===== config.mk =====
export PLATFORM = sky130hd
export DESIGN_NAME = ksa_mp_add_arbiter
export DESIGN_NICKNAME = d
export VERILOG_FILES = /design/src/rtl/ksa_mp_add_arbiter_pkg.sv /design/src/rtl/ksa_mp_add_arbiter_ksa8_cin.sv /design/src/rtl/ksa_mp_add_arbiter.sv
export SDC_FILE = /design/constraint.sdc
export NUM_CORES = 1
export LEC_CHECK = 0
export CORE_ASPECT_RATIO = 0.8
export CORE_MARGIN = 2
export CORE_UTILIZATION = 45
export DETAILED_ROUTE_END_ITERATION = 16
export MAX_ROUTING_LAYER = met4
export PLACE_DENSITY = 0.79
export SLEW_MARGIN = 20
export SYNTH_ARGS = -nofsm -noshare
export SYNTH_HDL_FRONTEND = slang
export SYNTH_SLANG_ARGS = --single-unit

===== constraint.sdc =====
create_clock -name clk -period 5.6 [get_ports clk]
set_clock_uncertainty 0.05 [all_clocks]
set_input_delay 1.68 -clock clk [delete_from_list [all_inputs] [get_ports clk]]
set_output_delay 1.68 -clock clk [all_outputs]
set_load 0.01 [all_outputs]

===== src/rtl/ksa_mp_add_arbiter_pkg.sv =====
// Shared types and constants for the multi-precision adder arbiter.
package ksa_mp_add_arbiter_pkg;

    localparam int BYTE_W   = 8;
    localparam int NCLIENTS = 2;

    typedef enum logic [1:0] {
        IDLE = 2'd0,
        RUN  = 2'd1,
        DONE = 2'd2
    } state_t;

    // Smallest r with 2**r >= n; sizes the byte counter.
    function automatic int clog2(input int n);
        int r;
        r = 0;
        while ((1 << r) < n) begin
            r = r + 1;
        end
        return r;
    endfunction

endpackage


===== src/rtl/ksa_mp_add_arbiter_ksa8_cin.sv =====
// 8-bit Kogge-Stone prefix adder with carry-in folded in as a generate at
// position -1 (prefix position 0 below holds the carry-in, bit i sits at i+1).
module ksa8_cin
    import ksa_mp_add_arbiter_pkg::*;
(
    input  logic [BYTE_W-1:0] a,
    input  logic [BYTE_W-1:0] b,
    input  logic              cin,
    output logic [BYTE_W-1:0] sum,
    output logic              cout
);

    logic [BYTE_W-1:0] g_b_s;
    logic [BYTE_W-1:0] p_b_s;
    logic [BYTE_W-1:0] g0_s, p0_s;
    logic [BYTE_W-1:0] g1_s, p1_s;
    logic [BYTE_W-1:0] g2_s, p2_s;
    logic [BYTE_W-1:0] g3_s;

    // Bitwise generate/propagate squares.
    assign g_b_s = a & b;
    assign p_b_s = a ^ b;

    // Position 0 carries cin as a pure generate; position j>0 is bit j-1.
    assign g0_s = {g_b_s[BYTE_W-2:0], cin};
    assign p0_s = {p_b_s[BYTE_W-2:0], 1'b0};

    // Three prefix levels of black cells (distance 1, 2, 4).
    always_comb begin
        g1_s = g0_s;
        p1_s = p0_s;
        for (int j = 1; j < BYTE_W; j++) begin
            g1_s[j] = g0_s[j] | (p0_s[j] & g0_s[j-1]);
            p1_s[j] = p0_s[j] & p0_s[j-1];
        end
        g2_s = g1_s;
        p2_s = p1_s;
        for (int j = 2; j < BYTE_W; j++) begin
            g2_s[j] = g1_s[j] | (p1_s[j] & g1_s[j-2]);
            p2_s[j] = p1_s[j] & p1_s[j-2];
        end
        g3_s = g2_s;
        for (int j = 4; j < BYTE_W; j++) begin
            g3_s[j] = g2_s[j] | (p2_s[j] & g2_s[j-4]);
        end
    end

    // g3_s[i] is the carry into bit i; the MSB carry-out needs one more cell.
    assign sum  = p_b_s ^ g3_s;
    assign cout = g_b_s[BYTE_W-1] | (p_b_s[BYTE_W-1] & g3_s[BYTE_W-1]);

endmodule


===== src/rtl/ksa_mp_add_arbiter.sv =====
// Round-robin arbiter in front of one shared 8-bit prefix adder slice; the
// granted operand pair is added LSB byte first, chaining the carry.
module ksa_mp_add_arbiter
    import ksa_mp_add_arbiter_pkg::*;
#(
    parameter int NBYTES = 4
) (
    input  logic                               clk,
    input  logic                               rst,
    input  logic [NCLIENTS-1:0]                req_valid,
    output logic [NCLIENTS-1:0]                req_ready,
    input  logic [NCLIENTS*BYTE_W*NBYTES-1:0]  req_a,
    input  logic [NCLIENTS*BYTE_W*NBYTES-1:0]  req_b,
    input  logic [NCLIENTS-1:0]                req_cin,
    output logic                               rsp_valid,
    input  logic                               rsp_ready,
    output logic                               rsp_client,
    output logic [BYTE_W*NBYTES-1:0]           rsp_sum,
    output logic                               rsp_cout
);

    localparam int W  = BYTE_W * NBYTES;
    localparam int CW = clog2(NBYTES);
    localparam logic [CW-1:0] LAST_IDX = CW'(NBYTES - 1);

    state_t              state_q, state_d;
    logic [CW-1:0]       cnt_q, cnt_d;
    logic                carry_q, carry_d;
    logic [W-1:0]        a_q, a_d;
    logic [W-1:0]        b_q, b_d;
    logic                client_q, client_d;
    logic [W-1:0]        sum_q, sum_d;
    logic                cout_q, cout_d;
    logic                valid_q, valid_d;
    logic                pri_q, pri_d;

    logic                gnt_s;
    logic                gnt_vld_s;
    logic [NCLIENTS-1:0] req_ready_s;
    logic [BYTE_W-1:0]   a_byte_s;
    logic [BYTE_W-1:0]   b_byte_s;
    logic [BYTE_W-1:0]   s_byte_s;
    logic                c_s;

    // Round-robin pick: the client not granted last time wins a tie.
    always_comb begin
        gnt_s     = pri_q;
        gnt_vld_s = 1'b0;
        if (req_valid[pri_q]) begin
            gnt_s     = pri_q;
            gnt_vld_s = 1'b1;
        end else if (req_valid[~pri_q]) begin
            gnt_s     = ~pri_q;
            gnt_vld_s = 1'b1;
        end else begin
            gnt_s     = pri_q;
            gnt_vld_s = 1'b0;
        end
    end

    assign a_byte_s = a_q[cnt_q*BYTE_W +: BYTE_W];
    assign b_byte_s = b_q[cnt_q*BYTE_W +: BYTE_W];

    ksa8_cin u_ksa8 (
        .a    (a_byte_s),
        .b    (b_byte_s),
        .cin  (carry_q),
        .sum  (s_byte_s),
        .cout (c_s)
    );

    // Next-state and datapath update for IDLE/RUN/DONE sequencing.
    always_comb begin
        state_d     = state_q;
        cnt_d       = cnt_q;
        carry_d     = carry_q;
        a_d         = a_q;
        b_d         = b_q;
        client_d    = client_q;
        sum_d       = sum_q;
        cout_d      = cout_q;
        valid_d     = valid_q;
        pri_d       = pri_q;
        req_ready_s = 2'b00;
        case (state_q)
            IDLE: begin
                if (gnt_vld_s) begin
                    req_ready_s = gnt_s ? 2'b10 : 2'b01;
                    a_d         = req_a[gnt_s*W +: W];
                    b_d         = req_b[gnt_s*W +: W];
                    carry_d     = req_cin[gnt_s];
                    client_d    = gnt_s;
                    pri_d       = ~gnt_s;
                    cnt_d       = '0;
                    state_d     = RUN;
                end else begin
                    state_d     = IDLE;
                end
            end
            RUN: begin
                sum_d[cnt_q*BYTE_W +: BYTE_W] = s_byte_s;
                carry_d = c_s;
                if (cnt_q == LAST_IDX) begin
                    cout_d  = c_s;
                    valid_d = 1'b1;
                    cnt_d   = '0;
                    state_d = DONE;
                end else begin
                    cnt_d   = cnt_q + CW'(1);
                    state_d = RUN;
                end
            end
            DONE: begin
                if (rsp_ready) begin
                    valid_d = 1'b0;
                    state_d = IDLE;
                end else begin
                    state_d = DONE;
                end
            end
            default: begin
                valid_d = 1'b0;
                state_d = IDLE;
            end
        endcase
    end

    // State and datapath registers with synchronous reset.
    always_ff @(posedge clk) begin
        if (rst) begin
            state_q  <= IDLE;
            cnt_q    <= '0;
            carry_q  <= 1'b0;
            a_q      <= '0;
            b_q      <= '0;
            client_q <= 1'b0;
            sum_q    <= '0;
            cout_q   <= 1'b0;
            valid_q  <= 1'b0;
            pri_q    <= 1'b0;
        end else begin
            state_q  <= state_d;
            cnt_q    <= cnt_d;
            carry_q  <= carry_d;
            a_q      <= a_d;
            b_q      <= b_d;
            client_q <= client_d;
            sum_q    <= sum_d;
            cout_q   <= cout_d;
            valid_q  <= valid_d;
            pri_q    <= pri_d;
        end
    end

    assign req_ready  = req_ready_s;
    assign rsp_valid  = valid_q;
    assign rsp_client = client_q;
    assign rsp_sum    = sum_q;
    assign rsp_cout   = cout_q;

endmodule


==> results by group, run 1 <==
Clocking
  • Clock-pin slew on the worst setup and hold paths: 0.07 ns
  • Worst-Skew Late Latency: 0.34 ns
  • Cts-stage hold buffer count: 0
  • Number of gates resized after CTS: 0
  • Setup bufs post-CTS: 0
  • H-tree Lvls: 3
  • CTS tree: yes
  • Clock root cell: clkbuf_16
  • Total CTS buffers: 9
  • TritonCTS Sinks: 105
  • Max Buffers Root-to-Sink: 2

Layout
  • Most frequent cells in the layout: clkdlybuf4s50_1 (170), dfxtp_1 (105), nor2_1 (81)
  • Share of layout cells above drive strength 1: 6.59%
  • Area delta synth->final: 40.4%
  • N_diodes: 0
  • Final Core Density: 65.1%
  • Final #Nets: 815
  • Fill cells: 924
  • Multi-input gate area: 2750 um^2
  • Register area: 2100 um^2
  • Commonest non-fill, non-tap cell in the layout: clkdlybuf4s50_1

GRT
  • Initial antenna violation count: 0
  • GRT overflow: 0
  • Overall routing resource usage: 24.9%
  • Vias in the first global route: 4598
  • First-pass GRT wire length: 23000 um
  • Largest net degree at the start of global routing: 113

Floorplanning
  • Vert. Die Dim: 98.7 um
  • Num rows: 34
  • Boundary Pins: 172
  • Die area: 12100 um^2
  • Die width: 122 um
  • Core ar.: 10900 um^2
  • Initial Util: 46.4%

Timing
  • Finish-stage setup viols: 0
  • Worst slew pin tran: 1.10 ns
  • Min cycle time layout: 5.01 ns
  • Fin crit share: 89.5%
  • Max frequency: 200 MHz
  • Unrepaired setup endpoints after global routing: false
  • Total Negative Setup Slacks: 0 ns
  • Max_slew headroom: 26.9%
  • Final hold violation count: 0
  • Max Slew Vio Count: 0

Synth
  • Syn Nets: 669
  • Syn Area/Cell: 9.73 um^2
  • Main flop type after synthesis: dfxtp_1
  • Mapped Area: 5050 um^2
  • Register area share after synthesis: 41.6%
  • Synth Register Bits: 105
  • Leading area contributor after synthesis: dfxtp_1
  • Synthesis warning total: 0
  • Post-synth EDFFs: 0
  • Top cell type's share of synthesized area: 41.6%
  • Post-synth ARST share: 0%
  • Distinct cells, synth: 43
  • Cells after Synth: 519
  • Synth area leaders: dfxtp_1 (42%), mux2i_1 (9.1%), mux4_2 (7.1%), a211oi_1 (7.0%), nor2_1 (6.0%)

Critical path
  • Reg2reg start: cnt_q[1]
  • Arr. time, crit path: 3.28 ns
  • Critical path origin: req_valid[0]
  • WP data required: 3.87 ns
  • Crit path max fanout: 4
  • CP Capture Point: req_ready[1]
  • Cells on worst reg2reg path: 10
  • CP Capture Type: primary output
  • Critical Path Start Type: input port
  • Worst R2R Setup Slack: 1.69 ns
  • Reg-to-reg endpoint: rsp_sum[31]
  • Critical path class: in2out

Power and ir drop
  • Net load switching power: 0.000542 W
  • Gate power share: 24.4%
  • Sw frac: 28.3%
  • PD cells: 271 nW/um^2
  • Leak Pwr: 2.61 nW
  • Internal Pwr Total: 0.00138 W
  • Max IR drop VDD: 0.170 mV
  • Clk network pwr share: 31.8%
  • Sequential Power Share: 43.8%

Placement
  • IO buf count: 171
  • Post-DP HPWL: 10500 um
  • GPL Wtd Cong: 0.832

Worst hold path
  • Hold path depth: 2
  • Hold crit path type: reg2reg

Detailed routing
  • Drt first pass iters: 4
  • WL/cell: 17.4 um
  • # DRC: 0
  • Post-Route WL: 14100 um
  • Post-route ant nets: 0
  • Initial drt markers: 308
  • DR vias: 4593
  • Via density: 5.66

Run status
  • Status: complete, no violations

Run
  • Max-capacitance violation count: 0
-- how the worst min path moves through the flow --
stage,from,slack (ns),endpoint
after floorplan,a_q[16],0.38,a_q[16]
after global placement,a_q[19],0.39,a_q[19]
after detailed placement,a_q[16],0.39,a_q[16]
after CTS,a_q[16],0.40,a_q[16]
after global routing,a_q[22],0.42,a_q[22]
final,a_q[16],0.40,a_q[16]
-- sequential cells by signal, indices dropped and copies added (netlist names) --
register    count
a_q            32
b_q            32
carry_q         1
cnt_q           2
pri_q           1
rsp_client      1
rsp_cout        1
rsp_sum        32
rsp_valid       1
state_q         2
-- Yosys cell counts, drive strengths merged, types with 3 or more instances --
cell,n
a211oi,47
a21oi,30
a22oi,25
a32oi,18
buf,20
clkbuf,21
dfxtp,105
ha,13
inv,8
mux2i,46
mux4,16
nand2,33
nand2b,4
nand3b,8
nor2,81
nor3,3
o21ai,8
o31ai,7
-- cells by family after synthesis --
logic type	Yosys count	share of synthesized area [%]
mux	63	16.5
xor+xnor	4	0.694
compound gates	144	20.2
simple gates	138	12.5
flops	105	41.6
fa+ha+maj	16	4.21
buf+inv	49	4.29
-- power by group through the flow --
stage	registers [W]	clock network (W)	logic, W
2_1_floorplan	0.000843	0	0.000282
3_3_place_gp	0.000854	0	0.000446
3_5_place_dp	0.000857	0	0.000462
4_1_cts	0.000840	0.000614	0.000467
5_1_grt	0.000847	0.000650	0.000507
6_report	0.000840	0.000610	0.000469
-- routing by layer --
metal  routed length (um)  GRT usage (%)  part of all wire [%]
met1                 5960           30.5                    42
met2                 6910           42.0                    49
met3                  936           4.57                   6.6
met4                  290           6.98                   2.1
met5                    0              -                     0
-- through the flow --
step / cells / cell area (um^2) / worst slack (ns) / hold slack, ns / power (W)
after floorplan: 519 / 5050 / 1.29 / 0.379 / 0.00112
after global placement: 798 / 6800 / 0.591 / 0.385 / 0.00130
after detailed placement: 798 / 6800 / 0.597 / 0.393 / 0.00132
after CTS: 812 / 7090 / 0.596 / 0.401 / 0.00192
after global routing: 812 / 7090 / 0.502 / 0.423 / 0.00200
final: 812 / 7090 / 0.588 / 0.401 / 0.00192
-- cell type report --
cell class,instances,area share [%]
Timing Repair Buffer,176,24.6
Clock buffer,10,3.23
Sequential cell,105,29.7
Multi-Input combinational cell,365,38.7
Clock inverter,4,0.777
Tap cell,144,2.54
Inverter,8,0.424
-- critical path: stages --
cell and delay [ns]:
clkdlybuf4s50_1 0.55, inv_1 0.07, maj3_4 0.33, nand2_1 0.11, inv_1 0.05, clkdlybuf4s50_1 0.49
(Power assumes the default switching activity.)
==> run 2: changes to the inputs <==
SLEW_MARGIN = not set   (was 20)
clock period = 6.4 ns   (was 5.6 ns; I/O delays follow)
==> run 2 against run 1 <==
- register-to-register slack improved by 0.68 ns
- non-clock buffer count fell by 1
- flip-flop and latch count did not move
- total power fell by 13%
- critical path depth did not move
- clock power fell by 13%
- final cell count did not move
- critical path type unchanged
- largest power group unchanged
- highest routed layer unchanged
==> results by group, run 2 (same netlist as run 1, synthesis figures left out) <==
Critical path
  • CP bufs+invs: 4 (unchanged)
  • Critical Path Start Type: input port (unchanged)
  • Crit-path leading delay family: buffers and inverters (unchanged)
  • Max incr delay on CP: 0.55 ns (about the same)
  • Arr. time, crit path: 3.53 ns (was 3.28 ns)
  • WP data required: 4.43 ns (was 3.87 ns)
  • Critical path class: in2out (unchanged)
  • CP Capture Type: primary output (unchanged)
  • Slowest CP cell: clkdlybuf4s50_1 (unchanged)
  • Crit path max fanout: 4 (unchanged)
  • Crit-path cells: clkdlybuf4s50_1 > inv_1 > maj3_4 > nand2_1 > inv_1 > clkdlybuf4s50_1 (unchanged)

Layout
  • Share of layout cells above drive strength 1: 6.74% (was 6.59%)
  • Final Core Density: 65.1% (about the same)
  • Multi-input gate area: 2750 um^2 (unchanged)
  • Register area: 2100 um^2 (unchanged)
  • Final #Nets: 814 (was 815)
  • Area delta synth->final: 40.3% (was 40.4%)
  • Most frequent cells in the layout: clkdlybuf4s50_1 (170), dfxtp_1 (105), nor2_1 (81) (unchanged)
  • Fin area: 7080 um^2 (was 7090 um^2)
  • N_diodes: 0 (unchanged)
  • Commonest non-fill, non-tap cell in the layout: clkdlybuf4s50_1 (unchanged)
  • Fill cells: 940 (was 924)

Timing
  • Min cycle time layout: 5.50 ns
  • Total Negative Setup Slacks: 0 ns (unchanged)
  • Max_slew headroom: 28.7% (was 26.9%)
  • Finish-stage setup viols: 0 (unchanged)
  • Fin crit share: 85.9%
  • Max frequency: 182 MHz
  • Max Slew Vio Count: 0 (unchanged)
  • Unrepaired setup endpoints after global routing: false (unchanged)
  • Worst Hold Slack: 0.405 ns (was 0.401 ns)
  • Setup ws final: 0.900 ns (was 0.588 ns)
  • Worst slew pin tran: 1.07 ns (was 1.10 ns)
  • Final hold violation count: 0 (unchanged)

Placement
  • Dpl cell area: 6800 um^2 (about the same)
  • Pre-CTS setup slack: 0.903 ns (was 0.597 ns)
  • Post-DP HPWL: 10400 um (was 10500 um)
  • GPL Wtd Cong: 0.829 (was 0.832)
  • IO buf count: 171 (unchanged)

Clocking
  • Max Buffers Root-to-Sink: 2 (unchanged)
  • Number of gates resized after CTS: 0 (unchanged)
  • Clock-pin slew on the worst setup and hold paths: 0.07 ns (about the same)
  • Clock root cell: clkbuf_16 (unchanged)
  • Worst-Skew Late Latency: 0.34 ns (about the same)
  • Total CTS buffers: 9 (unchanged)
  • Setup bufs post-CTS: 0 (unchanged)
  • CTS tree: yes (unchanged)
  • TritonCTS Sinks: 105 (unchanged)
  • H-tree Lvls: 3 (unchanged)
  • Cts-stage hold buffer count: 0 (unchanged)

Power and ir drop
  • Leak Pwr: 2.61 nW (about the same)
  • PD cells: 235 nW/um^2 (was 271 nW/um^2)
  • Gate power share: 24.1% (was 24.4%)
  • Sw frac: 28.6% (was 28.3%)
  • Sequential Power Share: 44.3% (was 43.8%)
  • Internal Pwr Total: 0.00119 W (was 0.00138 W)
  • Max IR drop VDD: 0.160 mV (was 0.170 mV)
  • Clk network pwr share: 31.6% (was 31.8%)
  • Net load switching power: 0.000477 W (was 0.000542 W)

Floorplanning
  • Num rows: 34 (unchanged)
  • Initial Util: 46.4% (unchanged)
  • Vert. Die Dim: 98.7 um (unchanged)
  • Die area: 12100 um^2 (unchanged)
  • Core ar.: 10900 um^2 (unchanged)
  • Boundary Pins: 172 (unchanged)
  • Die width: 122 um (unchanged)

GRT
  • Overall routing resource usage: 24.2% (was 24.9%)
  • First-pass GRT wire length: 22400 um (was 23000 um)
  • M2 GR Usage: 39.6% (was 42.0%)
  • Met3 Usage GRT: 5.21% (was 4.57%)
  • Busiest layer in global routing: met2 (unchanged)
  • Vias in the first global route: 4541 (was 4598)
  • Initial antenna violation count: 0 (unchanged)
  • Grt met1 use: 30.9% (was 30.5%)
  • Largest net degree at the start of global routing: 113 (unchanged)
  • GRT overflow: 0 (unchanged)

Detailed routing
  • Via density: 5.65 (was 5.66)
  • # DRC: 0 (unchanged)
  • DR vias: 4586 (was 4593)
  • Post-route ant nets: 0 (unchanged)
  • Initial drt markers: 390 (was 308)
  • Post-Route WL: 13700 um (was 14100 um)
  • WL/cell: 16.9 um (was 17.4 um)
  • Drt first pass iters: 5 (was 4)

Run
  • Max-capacitance violation count: 0 (unchanged)

Run status
  • Status: complete, no violations (unchanged)

Worst hold path
  • Hold crit path type: reg2reg (unchanged)
==> run 2: cell count changes in the layout (fill, tap and decap cells not counted), sizes merged <==
| cell | change |
|---|---|
| clkinvlp | -1 |
| buf | -1 |
| inv | +2 |
| bufinv | -1 |
| clkbuf | +1 |
==> run 2: cell type report <==
class / instances / area share (%)
clock buffers: 11 / 3.57
repair buffers: 175 / 24.5
well taps: 144 / 2.54
inverters: 8 / 0.424
flip-flops and latches: 105 / 29.7
multi-input cells: 365 / 38.7
clock inverters: 4 / 0.495
==> run 2: per-layer routing <==
metal	up-vias	part of all wire [%]
met5	-	0
met4	0	1.6
met3	16	6.4
met2	188	49
met1	2158	43
li1	2224	-
==> run 2: worst register-to-register path, delay by kind of cell (launching register included) <==
family                   cells  cell delay, ns
multiplexers                 1            0.58
buffers and inverters        1            0.38
adder cells (fa/ha/maj)      2            0.87
flip-flops                   1            0.74
AO/OA/AOI/OAI                4            0.93
AND/OR/NAND/NOR              3            0.34
==> run 2: final timing paths <==
check	from	end	slack, ns	cells past startpoint
worst max-delay path	req_valid[0]	req_ready[1]	0.90	6
worst min-delay path	a_q[20]	a_q[20]	0.41	2
worst max register to register	cnt_q[0]	rsp_sum[7]	2.37	11
worst min register to register	a_q[20]	a_q[20]	0.41	2
==> run 2: power groups by stage <==
stage | Combinational (W) | Clock [W] | Sequential, W
6_report | 0.000402 | 0.000528 | 0.000738
3_5_place_dp | 0.000400 | 0 | 0.000753
3_3_place_gp | 0.000388 | 0 | 0.000750
2_1_floorplan | 0.000247 | 0 | 0.000738
4_1_cts | 0.000402 | 0.000533 | 0.000738
5_1_grt | 0.000437 | 0.000564 | 0.000744
==> run 2: through the flow <==
step / total power, W / std cells
floorplan: 0.000984 / 519
global placement: 0.00114 / 797
detailed placement: 0.00115 / 797
CTS: 0.00167 / 812
global route: 0.00175 / 812
finish: 0.00167 / 812
